### src/rtl/instr_fetch_sequencer_pkg.sv
// Shared types and constants for the instruction fetch sequencer.
package fetch_pkg;

    localparam int N      = 24;
    localparam int ADDR_W = 8;
    localparam int OP_W   = 4;

    localparam logic [OP_W-1:0]   HALT_OP = 4'hF;
    localparam logic [ADDR_W-1:0] PC_MAX  = {ADDR_W{1'b1}};

    typedef enum logic [1:0] {
        IDLE = 2'd0,
        RUN  = 2'd1,
        DONE = 2'd2
    } fetch_state_t;

    // True when the opcode field of an instruction word is the HALT opcode.
    function automatic logic is_halt(input logic [N-1:0] instr);
        return instr[N-1 -: OP_W] == HALT_OP;
    endfunction

endpackage

### src/rtl/instr_fetch_sequencer_if.sv
// Control, instruction-memory and fetch-stage signals of the fetch sequencer.
// The master modport is the sequencer; the slave modport is its environment
// (control, instruction memory and decode).
interface instr_fetch_sequencer_if;
    import fetch_pkg::*;

    logic                 start;
    logic                 script_sel;
    logic                 stall;
    logic                 branch_taken;
    logic [ADDR_W-1:0]    branch_target;
    logic                 imem_sel;
    logic [ADDR_W-1:0]    imem_addr;
    logic [N-1:0]         imem_instr;
    logic [N-1:0]         if_instr;
    logic [ADDR_W-1:0]    if_pc;
    logic                 if_valid;
    logic                 busy;
    logic                 done;
    logic                 err;

    modport master (
        input  start, script_sel, stall, branch_taken, branch_target, imem_instr,
        output imem_sel, imem_addr, if_instr, if_pc, if_valid, busy, done, err
    );

    modport slave (
        output start, script_sel, stall, branch_taken, branch_target, imem_instr,
        input  imem_sel, imem_addr, if_instr, if_pc, if_valid, busy, done, err
    );

endinterface

### src/rtl/instr_fetch_sequencer_pc_counter.sv
// Program counter: load has priority over increment; at_max flags the last
// address of the script space so the sequencer can stop instead of wrapping.
module fetch_pc_counter
    import fetch_pkg::*;
(
    input  logic              clk,
    input  logic              rst_n,
    input  logic              load,
    input  logic [ADDR_W-1:0] load_value,
    input  logic              inc,
    output logic [ADDR_W-1:0] pc,
    output logic              at_max
);

    // PC register: load, increment or hold.
    always_ff @(posedge clk or negedge rst_n) begin
        if (!rst_n) begin
            pc <= '0;
        end else if (load) begin
            pc <= load_value;
        end else if (inc) begin
            pc <= pc + 1'b1;
        end
    end

    assign at_max = (pc == PC_MAX);

endmodule

### src/rtl/instr_fetch_sequencer.sv
// Instruction fetch sequencer: owns the PC, drives the instruction memory
// select/address and registers each fetched word into a valid-qualified
// fetch stage. A run ends on a HALT opcode or when the PC reaches the top
// of the script space.
module instr_fetch_sequencer
    import fetch_pkg::*;
(
    input  logic                    clk,
    input  logic                    rst_n,
    instr_fetch_sequencer_if.master bus
);

    fetch_state_t      state;
    fetch_state_t      state_next;

    logic [ADDR_W-1:0] pc;
    logic              pc_at_max;
    logic              pc_load;
    logic [ADDR_W-1:0] pc_load_value;
    logic              pc_inc;

    logic              issue;
    logic              squash;
    logic              capture_sel;
    logic              clear_err;
    logic              set_err;

    logic              sel_q;
    logic              err_q;
    logic [N-1:0]      if_instr_q;
    logic [ADDR_W-1:0] if_pc_q;
    logic              if_valid_q;

    fetch_pc_counter u_pc (
        .clk        (clk),
        .rst_n      (rst_n),
        .load       (pc_load),
        .load_value (pc_load_value),
        .inc        (pc_inc),
        .pc         (pc),
        .at_max     (pc_at_max)
    );

    // FSM state register.
    always_ff @(posedge clk or negedge rst_n) begin
        if (!rst_n) begin
            state <= IDLE;
        end else begin
            state <= state_next;
        end
    end

    // Next state and per-cycle control; in RUN: branch > stall > HALT > exhaustion > issue.
    always_comb begin
        state_next    = state;
        pc_load       = 1'b0;
        pc_load_value = '0;
        pc_inc        = 1'b0;
        issue         = 1'b0;
        squash        = 1'b0;
        capture_sel   = 1'b0;
        clear_err     = 1'b0;
        set_err       = 1'b0;
        unique case (state)
            IDLE: begin
                if (bus.start) begin
                    capture_sel   = 1'b1;
                    pc_load       = 1'b1;
                    pc_load_value = '0;
                    clear_err     = 1'b1;
                    state_next    = RUN;
                end
            end
            RUN: begin
                if (bus.branch_taken) begin
                    pc_load       = 1'b1;
                    pc_load_value = bus.branch_target;
                    squash        = 1'b1;
                end else if (bus.stall) begin
                    // everything holds
                end else if (is_halt(bus.imem_instr)) begin
                    squash     = 1'b1;
                    state_next = DONE;
                end else if (pc_at_max) begin
                    issue      = 1'b1;
                    set_err    = 1'b1;
                    state_next = DONE;
                end else begin
                    issue  = 1'b1;
                    pc_inc = 1'b1;
                end
            end
            DONE: begin
                squash     = 1'b1;
                state_next = IDLE;
            end
            default: begin
                state_next = IDLE;
            end
        endcase
    end

    // Fetch register: capture on issue, drop valid on squash, otherwise hold.
    always_ff @(posedge clk or negedge rst_n) begin
        if (!rst_n) begin
            if_instr_q <= '0;
            if_pc_q    <= '0;
            if_valid_q <= 1'b0;
        end else if (issue) begin
            if_instr_q <= bus.imem_instr;
            if_pc_q    <= pc;
            if_valid_q <= 1'b1;
        end else if (squash) begin
            if_valid_q <= 1'b0;
        end
    end

    // Script select is latched only on an accepted start; err is sticky until the next start.
    always_ff @(posedge clk or negedge rst_n) begin
        if (!rst_n) begin
            sel_q <= 1'b0;
            err_q <= 1'b0;
        end else begin
            if (capture_sel) begin
                sel_q <= bus.script_sel;
            end
            if (clear_err) begin
                err_q <= 1'b0;
            end else if (set_err) begin
                err_q <= 1'b1;
            end
        end
    end

    assign bus.imem_addr = pc;
    assign bus.imem_sel  = sel_q;
    assign bus.if_instr  = if_instr_q;
    assign bus.if_pc     = if_pc_q;
    assign bus.if_valid  = if_valid_q;
    assign bus.busy      = (state != IDLE);
    assign bus.done      = (state == DONE);
    assign bus.err       = err_q;

endmodule
### src/flat_wrapper.sv
// flat-port wrapper written by rule: the top's interface ports become plain ports
module instr_fetch_sequencer_flat import fetch_pkg::*;
  (clk, rst_n, bus_start, bus_script_sel, bus_stall, bus_branch_taken, bus_branch_target, bus_imem_instr, bus_imem_sel, bus_imem_addr, bus_if_instr, bus_if_pc, bus_if_valid, bus_busy, bus_done, bus_err);
  instr_fetch_sequencer_if bus_i ();
  input  logic clk;
  input  logic rst_n;
  input wire logic [$bits(bus_i.start)-1:0] bus_start;
  input wire logic [$bits(bus_i.script_sel)-1:0] bus_script_sel;
  input wire logic [$bits(bus_i.stall)-1:0] bus_stall;
  input wire logic [$bits(bus_i.branch_taken)-1:0] bus_branch_taken;
  input wire logic [$bits(bus_i.branch_target)-1:0] bus_branch_target;
  input wire logic [$bits(bus_i.imem_instr)-1:0] bus_imem_instr;
  output wire logic [$bits(bus_i.imem_sel)-1:0] bus_imem_sel;
  output wire logic [$bits(bus_i.imem_addr)-1:0] bus_imem_addr;
  output wire logic [$bits(bus_i.if_instr)-1:0] bus_if_instr;
  output wire logic [$bits(bus_i.if_pc)-1:0] bus_if_pc;
  output wire logic [$bits(bus_i.if_valid)-1:0] bus_if_valid;
  output wire logic [$bits(bus_i.busy)-1:0] bus_busy;
  output wire logic [$bits(bus_i.done)-1:0] bus_done;
  output wire logic [$bits(bus_i.err)-1:0] bus_err;
  assign bus_i.start = bus_start;
  assign bus_i.script_sel = bus_script_sel;
  assign bus_i.stall = bus_stall;
  assign bus_i.branch_taken = bus_branch_taken;
  assign bus_i.branch_target = bus_branch_target;
  assign bus_i.imem_instr = bus_imem_instr;
  assign bus_imem_sel = bus_i.imem_sel;
  assign bus_imem_addr = bus_i.imem_addr;
  assign bus_if_instr = bus_i.if_instr;
  assign bus_if_pc = bus_i.if_pc;
  assign bus_if_valid = bus_i.if_valid;
  assign bus_busy = bus_i.busy;
  assign bus_done = bus_i.done;
  assign bus_err = bus_i.err;
  instr_fetch_sequencer u_core (.clk(clk), .rst_n(rst_n), .bus(bus_i));
endmodule
### config.mk
export PLATFORM = sky130hd
export DESIGN_NAME = instr_fetch_sequencer_flat
export DESIGN_NICKNAME = d
export VERILOG_FILES = /design/src/rtl/instr_fetch_sequencer_pkg.sv /design/src/rtl/instr_fetch_sequencer_if.sv /design/src/rtl/instr_fetch_sequencer_pc_counter.sv /design/src/rtl/instr_fetch_sequencer.sv /design/src/flat_wrapper.sv
export SDC_FILE = /design/constraint.sdc
export NUM_CORES = 1
export LEC_CHECK = 0
export ABC_AREA = 1
export ABC_CLOCK_PERIOD_IN_PS = 1400
export BUFFER_PORTS_ARGS = -buffer_cell sky130_fd_sc_hd__buf_2
export CORE_UTILIZATION = 43
export DETAILED_ROUTE_END_ITERATION = 12
export HOLD_SLACK_MARGIN = 0.05
export MAX_ROUTING_LAYER = met4
export PLACE_DENSITY = 0.73
export SLEW_MARGIN = 5
export SYNTH_ARGS = -nofsm -noshare
export SYNTH_HDL_FRONTEND = slang
export SYNTH_SLANG_ARGS = --single-unit
### constraint.sdc
create_clock -name clk -period 1.4 [get_ports clk]
set_input_delay 0.21 -clock clk [delete_from_list [all_inputs] [get_ports clk]]
set_output_delay 0.21 -clock clk [all_outputs]
set_load 0.005 [all_outputs]
==> flow_metrics.tcl <==
set metrics [dict create \
    status "complete, but fails checks" \
    violations "setup timing" \
    p_leak_nw 1.70 \
    diodes 0 \
    die_w_um 72.1 \
    skew_ns 0.00523 \
    cts_tree "done" \
    synth_area_mm2 0.00212 \
    die_area_mm2 0.00520 \
    clkTransAtPathRegs_ns 0.08 \
    fin_crit_sh 1.02 \
    drc 0 \
    cts_root_buf "clkbuf_8" \
    drv_cap 0 \
    start_kind "register" \
    start_util 0.448 \
    detail_route.wirelength_um 5130 \
    coreArea_mm2 0.00472 \
    antenna_found_initial 0 \
    grt_setup_unrepaired "yes" \
    ir_drop_uv 793 \
    track_usage 0.209 \
    r2r_slack_ns -0.02 \
    syn_nets 305 \
    cts_max_path_buffers 2 \
    grt_start_max_net_pins 26 \
    cpPeakStageDelay_ns 0.41 \
    drive_above_1_share 0.390 \
    worst-path-max-fanout 21 \
    clkLatencyLatePin_ns 0.29 \
    highest_layer "met4" \
    synth_seq_cells 45 \
    tightestPinTransition_ns 0.495 \
    io_buffers 82 \
    cts-buffers-inserted 5 \
    first_pass_iters 4 \
    fp-row-count 25 \
    postSynthAreaPerCell_um2 8.08 \
    critPathMostFrequentCell "inv_2" \
    seq_area_frac_synth 0.532 \
    hold_class "in2reg" \
    htreeDepth 2 \
    worstPathRequired_ns 1.58 \
    grt_pass1_vias 1813 \
    synthDistinctLibCells 22 \
    path_class "reg2reg" \
    yosysWarnings 0 \
    drt_iter0_drc 114 \
    drtAntennaViolNets 0 \
    min_period_ns 1.42 \
    dpl.hpwl_um 3680 \
    nets 414 \
    cp_slowest_cell "dfrtp_1" \
    finalSetupTns_ns -0.216 \
    grt_pass1_wl_um 8340 \
    numClockSinks 45 \
    endpoint_kind "register" \
    routedLengthMet1_um 2380 \
    crit_arrival_ns 1.61 \
    max_freq_mhz 703 \
    fp.dieH_um 72.1 \
    total_power_mw 5.59 \
    postSynthCellCount 262 \
    gp_congestion 0.907 \
    met3_length_um 274 \
    io-pin-count 83 \
    area_delta_synth_final_pct 42.1 \
    wl_per_cell_um 11.7 \
    vias 2034 \
    relSlewSlack 0.670 \
    path_cells "inv_2 -> ha_4 -> inv_4 -> nor3_4 -> inv_2 -> buf_12 -> nand2_2 -> nand2_1" \
    hold_viol 0 \
    finalMaxSlewViolations 0 \
    p_per_area_mw_per_mm2 1860 \
    setup_viol 25 \
    layout_setup_ws_ns -0.0225 \
    grt_overflow 0 \
    dr_wl_met2_um 2420 \
    viasPerCell 4.63 \
]
## critical path: cells and delay by family, from the launching register on
family        cells  cell delay [ns]
buf+inv           4             0.43
flops             1             0.41
simple gates      3             0.30
fa+ha+maj         1             0.17
## metal layers
metal,vias to the layer above,track usage
li1,1035,-
met1,925,0.269
met2,68,0.348
met3,6,0.0375
met4,0,0.0436
met5,-,-
## flip-flops by register name (all words and copies together), names as in the netlist
signal,flops
u_core.bus.if_instr,24
u_core.bus.if_pc,8
u_core.u_pc.pc,8
u_core.state,2
u_core.bus.err,1
u_core.bus.if_valid,1
u_core.bus.imem_sel,1
## Yosys cell counts (all sizes together)
cell type | number | area [um^2]
buf | 7 | 56.3
o21ai | 11 | 55.1
o21bai | 1 | 7.51
nand2 | 141 | 542
a21boi | 1 | 7.51
dfrtp | 45 | 1130
nor3 | 1 | 16.3
nor2 | 14 | 67.6
inv | 15 | 56.3
ha | 5 | 62.6
mux2 | 1 | 11.3
a21oi | 1 | 5.00
nand4 | 2 | 12.5
nand3 | 17 | 90.1
## where the power goes
group / leakage, nW / switching (mW) / total, mW / internal [mW]
registers: 0.573 / 0.330 / 2.18 / 1.85
clock network: 0.0512 / 0.428 / 0.829 / 0.400
logic: 1.07 / 1.33 / 2.58 / 1.25
## worst paths after layout
| check | startpoint | endpoint | depth (start not counted) |
|---|---|---|---|
| min | bus_imem_instr[7] | u_core.bus.if_instr[7]$_DFFE_PN0P_ | 3 |
| min in group asynchronous | rst_n | u_core.bus.if_instr[15]$_DFFE_PN0P_ | 2 |
| max reg2reg | u_core.state[1]$_DFFE_PN0P_ | u_core.bus.if_instr[5]$_DFFE_PN0P_ | 8 |
| max in group asynchronous | rst_n | u_core.state[0]$_DFFE_PN0P_ | 3 |
| max | u_core.state[1]$_DFFE_PN0P_ | u_core.bus.if_instr[5]$_DFFE_PN0P_ | 8 |
| min reg2reg | u_core.bus.if_instr[6]$_DFFE_PN0P_ | u_core.bus.if_instr[6]$_DFFE_PN0P_ | 2 |
## kinds of logic (layout without fill, tap and decap cells)
group / Yosys count / in the layout / synth area share
AND/OR/NAND/NOR: 175 / 175 / 0.344
adder cells (fa/ha/maj): 5 / 5 / 0.0296
multiplexers: 1 / 1 / 0.00532
buffers and inverters: 22 / 132 / 0.0532
flip-flops: 45 / 45 / 0.532
AO/OA/AOI/OAI: 14 / 14 / 0.0355
## area by class of cell
| type | count | area [um^2] |
|---|---|---|
| fill | 412 | 1720 |
| sequential | 45 | 1130 |
| multi-input combinational | 195 | 970 |
| timing repair buffer | 109 | 671 |
| tap | 67 | 83.8 |
| clock buffer | 6 | 82.6 |
| inverter | 15 | 58.8 |
| clock inverter | 2 | 13.8 |
## cells in the final DEF (no fill, tap or decap), drive strengths merged
cell type | netlist | layout
buf | 7 | 108
nor3 | 1 | 1
dfrtp | 45 | 45
clkbuf | 0 | 6
ha | 5 | 5
nand3 | 17 | 17
mux2 | 1 | 1
nand2 | 141 | 141
clkinv | 0 | 2
o21bai | 1 | 1
inv | 15 | 15
a21boi | 1 | 1
nand4 | 2 | 2
o21ai | 11 | 11
nor2 | 14 | 14
dlygate4sd3 | 0 | 1
a21oi | 1 | 1
## per-stage QoR
stage	util	cells	cell area, um^2	setup slack [ns]	hold slack (ns)
after floorplan	-	262	2120	0.00635	-0.0856
after global placement	0.587	427	2770	-0.0360	0.195
after detailed placement	0.587	427	2770	-0.115	0.206
after CTS	0.623	436	2940	-0.00903	0.117
after global routing	0.637	439	3010	-0.128	0.123
final	0.637	439	3010	-0.0225	0.124
## timing repair
action                                 CTS  global route
setup endpoints to repair               41            44
pin swaps                                2             5
setup buffers                            0             4
gates cloned                             0             0
hold buffers                             1             0
endpoints found under the hold margin   20             0
gates resized for setup                 15            17
No activity file was read; power rests on OpenSTA's default activity.
